### src/rtl/rename_stage_if.sv
// Bundle of the rename stage's upstream group, dispatch handshake and commit free ports.
// The master side drives instructions, dispatch readiness and frees; the slave side is the rename stage.
interface rename_stage_if #(
  parameter int NUM_AREGS = 32,
  parameter int NUM_PREGS = 64
);
  localparam int AW = $clog2(NUM_AREGS);
  localparam int PW = $clog2(NUM_PREGS);

  logic [1:0]           i_valid;
  logic [1:0][AW-1:0]   i_rs1;
  logic [1:0][AW-1:0]   i_rs2;
  logic [1:0][AW-1:0]   i_rd;
  logic [1:0]           i_rd_we;
  logic                 o_ready;
  logic [1:0]           o_valid;
  logic                 i_ready;
  logic [1:0][PW-1:0]   o_prs1;
  logic [1:0][PW-1:0]   o_prs2;
  logic [1:0][PW-1:0]   o_prd;
  logic [1:0][PW-1:0]   o_old_prd;
  logic [1:0]           o_prd_we;
  logic [1:0]           i_free_en;
  logic [1:0][PW-1:0]   i_free_preg;
  logic [PW:0]          o_free_count;

  modport master (
    output i_valid, i_rs1, i_rs2, i_rd, i_rd_we, i_ready, i_free_en, i_free_preg,
    input  o_ready, o_valid, o_prs1, o_prs2, o_prd, o_old_prd, o_prd_we, o_free_count
  );

  modport slave (
    input  i_valid, i_rs1, i_rs2, i_rd, i_rd_we, i_ready, i_free_en, i_free_preg,
    output o_ready, o_valid, o_prs1, o_prs2, o_prd, o_old_prd, o_prd_we, o_free_count
  );
endinterface

### src/rtl/rename_stage.sv
// Two-wide register rename: RAT lookup with intra-group bypass, free-list allocation,
// commit-side frees, and a one-deep output register toward dispatch.
module rename_stage #(
  parameter int NUM_AREGS = 32,
  parameter int NUM_PREGS = 64
) (
  input  logic          i_clk,
  input  logic          i_rst_n,
  rename_stage_if.slave bus
);
  localparam int AW = $clog2(NUM_AREGS);
  localparam int PW = $clog2(NUM_PREGS);

  logic [PW-1:0]      rat_q [NUM_AREGS];
  logic [PW-1:0]      fl_q  [NUM_PREGS];
  logic [PW-1:0]      head_q, head_d, tail_q, tail_d, tail1;
  logic [PW:0]        count_q, count_d;

  logic [1:0]         valid_q, valid_d, we_q, we_d;
  logic [1:0][PW-1:0] prs1_q, prs1_d, prs2_q, prs2_d, prd_q, prd_d, old_q, old_d;

  logic [1:0]         alloc;
  logic [1:0][PW-1:0] new_preg;
  logic [1:0]         grp_we;
  logic [1:0][PW-1:0] grp_prs1, grp_prs2, grp_prd, grp_old;
  logic               ready, accept;
  logic [1:0]         n_alloc;
  logic [1:0]         push, drop;
  logic [PW+1:0]      occ;

  function automatic logic [PW-1:0] wrap_add(input logic [PW-1:0] p, input int n);
    return PW'((int'(p) + n) % NUM_PREGS);
  endfunction

  for (genvar gi = 0; gi < 2; gi++) begin : g_alloc
    assign alloc[gi] = bus.i_valid[gi] & bus.i_rd_we[gi] & (bus.i_rd[gi] != '0);
  end

  // Slot 1 takes the head when slot 0 does not allocate.
  assign new_preg[0] = fl_q[head_q];
  assign new_preg[1] = alloc[0] ? fl_q[wrap_add(head_q, 1)] : fl_q[head_q];

  assign ready   = (~|valid_q | bus.i_ready) & (count_q >= (PW+1)'(2));
  assign accept  = ready & |bus.i_valid;
  assign n_alloc = accept ? ({1'b0, alloc[0]} + {1'b0, alloc[1]}) : 2'd0;

  always_comb begin
    grp_prs1 = '0;
    grp_prs2 = '0;
    grp_prd  = '0;
    grp_old  = '0;
    grp_we   = '0;
    for (int s = 0; s < 2; s++) begin
      if (bus.i_valid[s]) begin
        grp_prs1[s] = (bus.i_rs1[s] == '0) ? '0 : rat_q[bus.i_rs1[s]];
        grp_prs2[s] = (bus.i_rs2[s] == '0) ? '0 : rat_q[bus.i_rs2[s]];
        if (alloc[s]) begin
          grp_we[s]  = 1'b1;
          grp_prd[s] = new_preg[s];
          grp_old[s] = rat_q[bus.i_rd[s]];
        end
      end
    end
    // Slot 1 must observe slot 0's write as if the two renamed in sequence.
    if (alloc[0] && bus.i_valid[1]) begin
      if (bus.i_rs1[1] == bus.i_rd[0]) grp_prs1[1] = new_preg[0];
      if (bus.i_rs2[1] == bus.i_rd[0]) grp_prs2[1] = new_preg[0];
      if (alloc[1] && (bus.i_rd[1] == bus.i_rd[0])) grp_old[1] = new_preg[0];
    end
  end

  always_comb begin
    valid_d = valid_q;
    we_d    = we_q;
    prs1_d  = prs1_q;
    prs2_d  = prs2_q;
    prd_d   = prd_q;
    old_d   = old_q;
    if (accept) begin
      valid_d = bus.i_valid;
      we_d    = grp_we;
      prs1_d  = grp_prs1;
      prs2_d  = grp_prs2;
      prd_d   = grp_prd;
      old_d   = grp_old;
    end else if (bus.i_ready || (valid_q == 2'b00)) begin
      valid_d = '0;
      we_d    = '0;
      prs1_d  = '0;
      prs2_d  = '0;
      prd_d   = '0;
      old_d   = '0;
    end
  end

  // Pops are counted before pushes so a same-cycle free never sees a stale full list.
  always_comb begin
    push = '0;
    drop = '0;
    occ  = (PW+2)'(count_q) - (PW+2)'(n_alloc);
    for (int p = 0; p < 2; p++) begin
      if (bus.i_free_en[p] && (bus.i_free_preg[p] != '0)) begin
        if (occ < (PW+2)'(NUM_PREGS)) begin
          push[p] = 1'b1;
          occ     = occ + (PW+2)'(1);
        end else begin
          drop[p] = 1'b1;
        end
      end
    end
    count_d = occ[PW:0];
    head_d  = wrap_add(head_q, int'(n_alloc));
    tail1   = push[0] ? wrap_add(tail_q, 1) : tail_q;
    tail_d  = wrap_add(tail_q, int'(push[0]) + int'(push[1]));
  end

  always_ff @(posedge i_clk or negedge i_rst_n) begin
    if (!i_rst_n) begin
      for (int a = 0; a < NUM_AREGS; a++) rat_q[a] <= PW'(a);
      for (int i = 0; i < NUM_PREGS; i++)
        fl_q[i] <= (i < NUM_PREGS - NUM_AREGS) ? PW'(i + NUM_AREGS) : '0;
      head_q  <= '0;
      tail_q  <= PW'(NUM_PREGS - NUM_AREGS);
      count_q <= (PW+1)'(NUM_PREGS - NUM_AREGS);
      valid_q <= '0;
      we_q    <= '0;
      prs1_q  <= '0;
      prs2_q  <= '0;
      prd_q   <= '0;
      old_q   <= '0;
    end else begin
      if (accept && alloc[0]) rat_q[bus.i_rd[0]] <= new_preg[0];
      if (accept && alloc[1]) rat_q[bus.i_rd[1]] <= new_preg[1];
      if (push[0]) fl_q[tail_q] <= bus.i_free_preg[0];
      if (push[1]) fl_q[tail1]  <= bus.i_free_preg[1];
      head_q  <= head_d;
      tail_q  <= tail_d;
      count_q <= count_d;
      valid_q <= valid_d;
      we_q    <= we_d;
      prs1_q  <= prs1_d;
      prs2_q  <= prs2_d;
      prd_q   <= prd_d;
      old_q   <= old_d;
    end
  end

  a_no_free_overflow: assert property (@(posedge i_clk) disable iff (!i_rst_n) drop == 2'b00);

  assign bus.o_ready      = ready;
  assign bus.o_valid      = valid_q;
  assign bus.o_prd_we     = we_q;
  assign bus.o_prs1       = prs1_q;
  assign bus.o_prs2       = prs2_q;
  assign bus.o_prd        = prd_q;
  assign bus.o_old_prd    = old_q;
  assign bus.o_free_count = count_q;
endmodule

### src/flat_wrapper.sv
// flat-port wrapper written by rule: the top's interface ports become plain ports
module rename_stage_flat 
#(
  parameter int NUM_AREGS = 32,
  parameter int NUM_PREGS = 64
)
  (i_clk, i_rst_n, bus_i_valid, bus_i_rs1, bus_i_rs2, bus_i_rd, bus_i_rd_we, bus_i_ready, bus_i_free_en, bus_i_free_preg, bus_o_ready, bus_o_valid, bus_o_prs1, bus_o_prs2, bus_o_prd, bus_o_old_prd, bus_o_prd_we, bus_o_free_count);
  rename_stage_if #(.NUM_AREGS(NUM_AREGS), .NUM_PREGS(NUM_PREGS)) bus_i ();
  input  logic i_clk;
  input  logic i_rst_n;
  input wire logic [$bits(bus_i.i_valid)-1:0] bus_i_valid;
  input wire logic [$bits(bus_i.i_rs1)-1:0] bus_i_rs1;
  input wire logic [$bits(bus_i.i_rs2)-1:0] bus_i_rs2;
  input wire logic [$bits(bus_i.i_rd)-1:0] bus_i_rd;
  input wire logic [$bits(bus_i.i_rd_we)-1:0] bus_i_rd_we;
  input wire logic [$bits(bus_i.i_ready)-1:0] bus_i_ready;
  input wire logic [$bits(bus_i.i_free_en)-1:0] bus_i_free_en;
  input wire logic [$bits(bus_i.i_free_preg)-1:0] bus_i_free_preg;
  output wire logic [$bits(bus_i.o_ready)-1:0] bus_o_ready;
  output wire logic [$bits(bus_i.o_valid)-1:0] bus_o_valid;
  output wire logic [$bits(bus_i.o_prs1)-1:0] bus_o_prs1;
  output wire logic [$bits(bus_i.o_prs2)-1:0] bus_o_prs2;
  output wire logic [$bits(bus_i.o_prd)-1:0] bus_o_prd;
  output wire logic [$bits(bus_i.o_old_prd)-1:0] bus_o_old_prd;
  output wire logic [$bits(bus_i.o_prd_we)-1:0] bus_o_prd_we;
  output wire logic [$bits(bus_i.o_free_count)-1:0] bus_o_free_count;
  assign bus_i.i_valid = bus_i_valid;
  assign bus_i.i_rs1 = bus_i_rs1;
  assign bus_i.i_rs2 = bus_i_rs2;
  assign bus_i.i_rd = bus_i_rd;
  assign bus_i.i_rd_we = bus_i_rd_we;
  assign bus_i.i_ready = bus_i_ready;
  assign bus_i.i_free_en = bus_i_free_en;
  assign bus_i.i_free_preg = bus_i_free_preg;
  assign bus_o_ready = bus_i.o_ready;
  assign bus_o_valid = bus_i.o_valid;
  assign bus_o_prs1 = bus_i.o_prs1;
  assign bus_o_prs2 = bus_i.o_prs2;
  assign bus_o_prd = bus_i.o_prd;
  assign bus_o_old_prd = bus_i.o_old_prd;
  assign bus_o_prd_we = bus_i.o_prd_we;
  assign bus_o_free_count = bus_i.o_free_count;
  rename_stage #(.NUM_AREGS(NUM_AREGS), .NUM_PREGS(NUM_PREGS)) u_core (.i_clk(i_clk), .i_rst_n(i_rst_n), .bus(bus_i));
endmodule
### config.mk
export PLATFORM = sky130hd
export DESIGN_NAME = rename_stage_flat
export DESIGN_NICKNAME = d
export VERILOG_FILES = /design/src/rtl/rename_stage_if.sv /design/src/rtl/rename_stage.sv /design/src/flat_wrapper.sv
export SDC_FILE = /design/constraint.sdc
export NUM_CORES = 2
export LEC_CHECK = 0
export ABC_AREA = 1
export BUFFER_PORTS_ARGS = -buffer_cell sky130_fd_sc_hd__clkbuf_2
export CAP_MARGIN = 30
export CORE_MARGIN = 2
export CORE_UTILIZATION = 35
export CTS_BUF_LIST = sky130_fd_sc_hd__clkbuf_8 sky130_fd_sc_hd__clkbuf_16
export DETAILED_ROUTE_END_ITERATION = 6
export PLACE_DENSITY_LB_ADDON = 0.15
export SLEW_MARGIN = 10
export SYNTH_ARGS = -nofsm -noshare
export SYNTH_HDL_FRONTEND = slang
export SYNTH_SLANG_ARGS = --single-unit
export TNS_END_PERCENT = 100
### constraint.sdc
create_clock -name i_clk -period 8.15 [get_ports i_clk]
set_input_delay 2.445 -clock i_clk [delete_from_list [all_inputs] [get_ports i_clk]]
set_output_delay 2.445 -clock i_clk [all_outputs]
set_load 0.02 [all_outputs]
Yosys cells after proc, flatten, opt, wreduce, memory -nomap -nowiden
Index checks and enable logic that the tools add are counted.
{"block": "totals", "ff_bits": 647, "inputBits": 51, "output_inout_bits": 60, "word_cells": 264}
{"block": "classes", "n_addsub": 9, "magnitude_cmp": 17, "eq_ne": 3, "mux": 85, "bitwise": 17, "reduce_logical": 24}
{"operator": "bitwise mux 384 bit", "count": 2}
{"operator": "two-way mux 384 bit", "count": 2}
{"operator": "bitwise mux 192 bit", "count": 2}
{"operator": "two-way mux 192 bit", "count": 2}
{"operator": "two-way mux 6 bit", "count": 44}
{"operator": "binary-select mux 6 bit (select 5 bit)", "count": 6}
{"operator": "binary-select mux 6 bit (select 6 bit)", "count": 2}
{"operator": "demux 6 bit (select 6 bit)", "count": 2}
{"operator": "demux 6 bit (select 5 bit)", "count": 2}
{"operator": "two-way mux 12 bit", "count": 5}
{"operator": "greater-or-equal comparator 6 bit, second input constant", "count": 6}
{"operator": "NOT 5 -> 6 bit", "count": 6}
{"operator": "greater-or-equal comparator 7 bit, second input constant", "count": 4}
{"operator": "NOT 6 -> 7 bit", "count": 4}
{"operator": "zero test 5 bit", "count": 4}
{"operator": "less-than comparator 8 x 7 -> 1 bit, second input constant", "count": 2}
{"operator": "two-way mux 8 bit", "count": 2}
{"operator": "equality test 5 bit", "count": 3}
{"operator": "less-than comparator 7 x 1 -> 1 bit, second input constant", "count": 2}
{"operator": "two-way mux 7 bit", "count": 2}
{"operator": "adder 6 x 1 -> 6 bit, second input constant", "count": 2}
{"operator": "less-than comparator 6 x 1 -> 1 bit, second input constant", "count": 2}
{"operator": "nonzero test 6 bit", "count": 2}
{"operator": "logical AND 1 bit", "count": 10}
{"operator": "other kinds (17)", "count": 35}

Logic depth before layout (Yosys ltp)
{"block": "depth", "depth_word": 18, "depth_mapped": 28, "depth_no_buf": 26}

Least setup slack after synthesis
OpenSTA, ideal clock, no wires.
{"block": "synth_path", "path_kind": "in2reg", "startpoint": "input port bus_i_rd[3]", "endpoint": "register u_core.tail_q[4]", "setup_ps": 79, "arrival_time_ps": 6895, "required_ps": 8071, "setup_slack_ps": 1176, "cell_stages": 24, "cell_sequence": "buf_2 -> nor3_2 -> nand2_1 -> nand3_2 -> inv_2 -> ha_1 -> a21boi_0 -> ha_1 -> inv_1 -> fa_1 -> inv_1 -> nand2_1 -> o21ai_2 -> nand3_2 -> nor2_4 -> buf_6 -> nand3_2 -> nand2_1 -> inv_1 -> ha_1 -> ha_1 -> fa_1 -> nand3_1 -> xor2_1"}
{"block": "synth_between", "elab_chain_len": 13, "elab_cells_between_ends": 16}
{"element": "start, declared", "line": "flat_wrapper.sv:14", "text": "input wire logic [$bits(bus_i.i_rd)-1:0] bus_i_rd;"}
{"element": "nonzero test 5 bit (*)", "line": "rename_stage.sv:36", "text": "assign alloc[gi] = bus.i_valid[gi] & bus.i_rd_we[gi] & (bus.i_rd[gi] != '0);"}
{"element": "bitwise AND 1 bit (*)", "line": "rename_stage.sv:36"}
{"element": "adder 1 x 1 -> 2 bit (*)", "line": "rename_stage.sv:45", "text": "assign n_alloc = accept ? ({1'b0, alloc[0]} + {1'b0, alloc[1]}) : 2'd0;"}
{"element": "two-way mux 2 bit (*)", "line": "rename_stage.sv:45"}
{"element": "subtractor 7 x 2 -> 8 bit (*)", "line": "rename_stage.sv:100", "text": "occ = (PW+2)'(count_q) - (PW+2)'(n_alloc);"}
{"element": "adder 8 x 1 -> 8 bit / less-than comparator 8 x 7 -> 1 bit (equally long branches)", "line": "rename_stage.sv:105, rename_stage.sv:103"}
{"element": "two-way mux 8 bit", "line": "rename_stage.sv:103", "text": "if (occ < (PW+2)'(NUM_PREGS)) begin"}
{"element": "two-way mux 8 bit", "line": "rename_stage.sv:102", "text": "if (bus.i_free_en[p] && (bus.i_free_preg[p] != '0)) begin"}
{"element": "less-than comparator 8 x 7 -> 1 bit", "line": "rename_stage.sv:103"}
{"element": "two-way mux 1 bit", "line": "rename_stage.sv:103"}
{"element": "two-way mux 1 bit", "line": "rename_stage.sv:102"}
{"element": "adder 1 x 1 -> 2 bit (*)", "line": "rename_stage.sv:114", "text": "tail_d = wrap_add(tail_q, int'(push[0]) + int'(push[1]));"}
{"element": "adder 6 bit (*)", "line": "rename_stage.sv:32", "text": "return PW'((int'(p) + n) % NUM_PREGS);"}
{"element": "named net u_core.tail_d[4]", "line": "rename_stage.sv:16", "text": "logic [PW-1:0] head_q, head_d, tail_q, tail_d, tail1;"}
{"element": "end signal, assigned", "line": "rename_stage.sv:123", "text": "tail_q <= PW'(NUM_PREGS - NUM_AREGS);"}
{"element": "end signal, assigned", "line": "rename_stage.sv:137", "text": "tail_q <= tail_d;"}
{"element": "end, declared", "line": "rename_stage.sv:16"}
The timed path passes the listed nets; every way through them passes the cells marked *.
A chain may end at the register's enable or synchronous reset.

Final worst setup path
{"block": "layout_path", "startpoint": "input port bus_i_rd[3]", "endpoint": "register u_core.fl_q[130] (netlist name)"}
{"block": "layout_between", "elab_chain_len": 16, "elab_cells_between_ends": 24}
{"element": "nonzero test 5 bit (*)", "line": "rename_stage.sv:36"}
{"element": "bitwise AND 1 bit (*)", "line": "rename_stage.sv:36"}
{"element": "adder 1 x 1 -> 2 bit (*)", "line": "rename_stage.sv:45"}
{"element": "two-way mux 2 bit (*)", "line": "rename_stage.sv:45"}
{"element": "subtractor 7 x 2 -> 8 bit (*)", "line": "rename_stage.sv:100"}
{"element": "less-than comparator 8 x 7 -> 1 bit", "line": "rename_stage.sv:103"}
{"element": "two-way mux 1 bit", "line": "rename_stage.sv:103"}
{"element": "two-way mux 1 bit", "line": "rename_stage.sv:102"}
{"element": "two-way mux 6 bit", "line": "rename_stage.sv:113", "text": "tail1 = push[0] ? wrap_add(tail_q, 1) : tail_q;"}
{"element": "NOT 6 -> 7 bit (implied by the code)", "line": "rename_stage.sv:135", "text": "if (push[1]) fl_q[tail1] <= bus.i_free_preg[1];"}
{"element": "greater-or-equal comparator 7 bit (implied by the code) / less-than comparator 7 x 1 -> 1 bit (equally long branches)", "line": "rename_stage.sv:135"}
{"element": "logical AND 1 bit (implied by the code)", "line": "rename_stage.sv:135"}
{"element": "two-way mux 6 bit (implied by the code)", "line": "rename_stage.sv:135"}
{"element": "demux 6 bit (select 6 bit)", "line": "rename_stage.sv:135"}
{"element": "bitwise mux 384 bit", "line": "rename_stage.sv:135"}
{"element": "two-way mux 384 bit (*)", "line": "rename_stage.sv:135"}
{"element": "end signal, assigned by index", "line": "rename_stage.sv:121", "text": "fl_q[i] <= (i < NUM_PREGS - NUM_AREGS) ? PW'(i + NUM_AREGS) : '0;"}
{"element": "end signal, assigned by index", "line": "rename_stage.sv:134", "text": "if (push[0]) fl_q[tail_q] <= bus.i_free_preg[0];"}
{"element": "end signal, assigned by index", "line": "rename_stage.sv:135"}
{"element": "end, declared", "line": "rename_stage.sv:15", "text": "logic [PW-1:0] fl_q [NUM_PREGS];"}
Mark *: on every way between the ends. The rest lies on a longest branch, timed or not.

==> run metrics <==
Hold-fix buffers, CTS 0; GP Congestion 1.047; Pleak 26.49 nW; ys flop type dfrtp_1; post-detail-place hpwl about 170 mm; crit-path max FO 32; failing checks design-rule violations; via count around 60000; vias in the first global route around 54000; Post-synth ARST share 100.0%; CP Class in2reg; Setup crit start kind input pin; CTS Buffer Depth 3; Post-Syn Instances ~8400; Area growth syn-to-layout 9.584%; r2r startpoint u_core.bus.o_free_count[5]; synth warn 0; gr usage total between 30% and 40%; CTS sink count 647; post-CTS setup buffer count 0; Overall Power between 20 and 25 mW; Worst Hold End u_core.rat_q[189]; unrepaired setup endpoints after global routing false; Hold Crit Class reg2reg; Post-synth top cells 3074 x nand2_1, 1171 x nand3_1, 1031 x o21ai_0; top cell type's share of synthesized area around 23%; Distinct cells, synth 41; Max-Cap Viols 0; final hold vios 0; Syn Nets between 8000 and 9000; Compound-Gate Fraction of Synth Area between 10% and 20%; nets between 8000 and 9000; Worst-Margin Slew around 1.2 ns; clock skew between 0.06 and 0.07 ns; Wirelength per Cell ~26 µm; Chip Width around 390 µm; hold_sp u_core.rat_q[189]; DRT Pass-1 Iters 7; R2R Setup Slk roughly 2.6 ns; Post-Synth Simple-Gate Area between 30% and 40%; adder-cell share of the synthesized area less than 1%; Die ar. ~0.15 mm²; mean area per synthesized cell 6.067 µm²; worst path arrival time slightly below 8 ns; IR drop worst, VDD 0.5850 mV; initial drt markers about 8800; CTS HTree Levels 3; total negative setup slack 0 ns; CTS buffer count 85; CTS-repair resized insts 0; post-synth design cell area about 0.05 mm²; share of cells above drive strength 1 8.705%; most frequent cell after synthesis nand2_1; clock latency on the worst-skew pair approximately 0.74 ns; first-pass GRT wire length between 300 and 400 mm; post-DR vias/cell about 6.0; Post-Synth XOR/XNOR Area 0.5670%; CORE AREA about 0.15 mm²; Power Dens Cells 418.1 mW/mm²; final cycle utilization of the critical path between 80% and 90%; top post-synthesis cells by area nand2_1 23%, dfrtp_1 22%, nand3_1 11%, o21ai_0 10%, dfstp_2 10%; Core Util, Final approximately 38%; Multi-input gate area 0.02974 mm²; critical path required time 8.78 ns; Setup crit end kind register; number of synthesized flops with an enable pin 0; clk root buf clkbuf_16; boundary pin count 111; Starting Density approximately a third; Sequential cell area around 0.016 mm²; Final Setup Violations 0; Post-route DRC 5; Worst R2R End u_core.fl_q[130]; Hold Path Depth 0; layout filler cell count 15789; Rel. slew slack 21.47%; port buffer count between 100 and 150; FMAX 0.1406 GHz; die height 385.6 µm; CTS tree done; num rows 140; largest area contributor in the netlist nand2_1; minimum clock period approximately 7 ns; initial antenna violation count 7; total grt overflow 0; Final Max Slew Viols 0; sequential area share after synthesis around 32%; largest family of logic cells by synthesized area simple AND/OR/NAND/NOR gates; mux share of post-synthesis cell area 0%; Final ANT Viol Nets 0; outcome finished with violations; Reg2Reg Depth 24; Reg clk slew, reported paths ~0.06 ns; maximum number of pins on one net before global-route repair between 200 and 250; final wirelength about 270 mm; post-synthesis sequential element count about 650
==> kinds of logic after synthesis <==
family                   count (synthesis)
AO/OA/AOI/OAI                         1890
AND/OR/NAND/NOR                       4572
XOR/XNOR                                33
flip-flops                             647
adder cells (fa/ha/maj)                 15
buffers and inverters                 1245
==> worst max path at each step <==
stage                             endpoint        start  slack (ns)  cells past startpoint
final                     u_core.fl_q[130]  bus_i_rd[3]        1.04                     23
after global routing      u_core.fl_q[128]  bus_i_rd[3]        0.69                     23
after CTS                 u_core.fl_q[130]  bus_i_rd[3]        1.13                     23
after detailed placement  u_core.fl_q[130]  bus_i_rd[3]        0.39                     23
after global placement    u_core.fl_q[131]  bus_i_rd[3]        0.54                     23
after floorplan           u_core.tail_q[4]  bus_i_rd[3]        1.18                     24
==> metrics by stage <==
stage / hold WS, ns / cell area, µm² / worst slack, ns / std cells
after floorplan: 0.4668 / 50980 / 1.176 / 8402
after global placement: 0.4321 / 52850 / 0.5369 / 9950
after detailed placement: 0.4118 / 52940 / 0.3884 / 9957
after CTS: 0.4318 / 55820 / 1.130 / 10116
after global routing: 0.4544 / 55860 / 0.6932 / 10120
final: 0.4360 / 55860 / 1.039 / 10122
==> layer usage <==
metal | GRT usage [%] | vias up | share of wire, %
met5 | 0 | - | 0.019
met4 | 18.32 | 8 | 6.1
met3 | 8.632 | 791 | 12
met2 | 50.06 | 3847 | 41
met1 | 47.65 | 28443 | 41
li1 | - | 27163 | -
==> state kept, by name, summed over array words and instances (netlist names), 7 cells and up <==
signal / flops
u_core.fl_q: 384
u_core.rat_q: 192
u_core.bus.o_prs1: 12
u_core.bus.o_prd: 12
u_core.bus.o_prs2: 12
u_core.bus.o_free_count: 7
u_core.bus.o_old_prd: 12
==> area by class of cell <==
cell class	count	area share [%]
flip-flops and latches	647	29.43
well taps	1917	4.293
clock buffers	106	4.345
inverters	612	4.126
repair buffers	274	3.754
diodes	3	0.01344
clock inverters	53	0.8041
multi-input cells	6510	53.24
==> where the power goes <==
group	leakage, nW	internal (mW)	switching, mW
Clock	1.51	2.25	1.71
Combinational	17.3	3.41	9.94
Sequential	7.72	4.69	1.36
==> critical path: stages <==
cell and delay (ns):
clkbuf_2 0.18, nor3_2 0.50, nand2_1 0.14, nand3_2 0.12, inv_2 0.14, ha_1 0.30
a21boi_0 0.34, ha_1 0.26, inv_1 0.06, fa_1 0.40, inv_1 0.11, nand2_1 0.09
o21ai_2 0.20, nand3_2 0.13, nor2_4 0.28, buf_4 0.31, nand2_1 0.10, o21ai_2 0.11
nand2_1 0.18, nor2_4 0.70, nand2_1 0.40, nand2_1 0.16, nand2_1 0.06
==> layout by cell type (no fill, tap or decap), types with 10 or more instances in the layout <==
cell and count:
clkbuf_8 21, nand2_2 24, dfstp_2 194, inv_1 606
clkbuf_16 86, buf_4 151, inv_2 23, nor2_1 194
o21ai_0 1031, nor3_1 21, nor3_2 10, xor2_1 20
clkbuf_2 99, ha_1 11, nand3_2 16, buf_12 20
a21oi_1 540, nor2_4 17, nand4_1 33, nand3_1 1171
dfrtp_1 451, o211ai_1 108, nand2_1 3071, o22ai_1 181
Note: power is estimated with default switching activity, not from simulation.
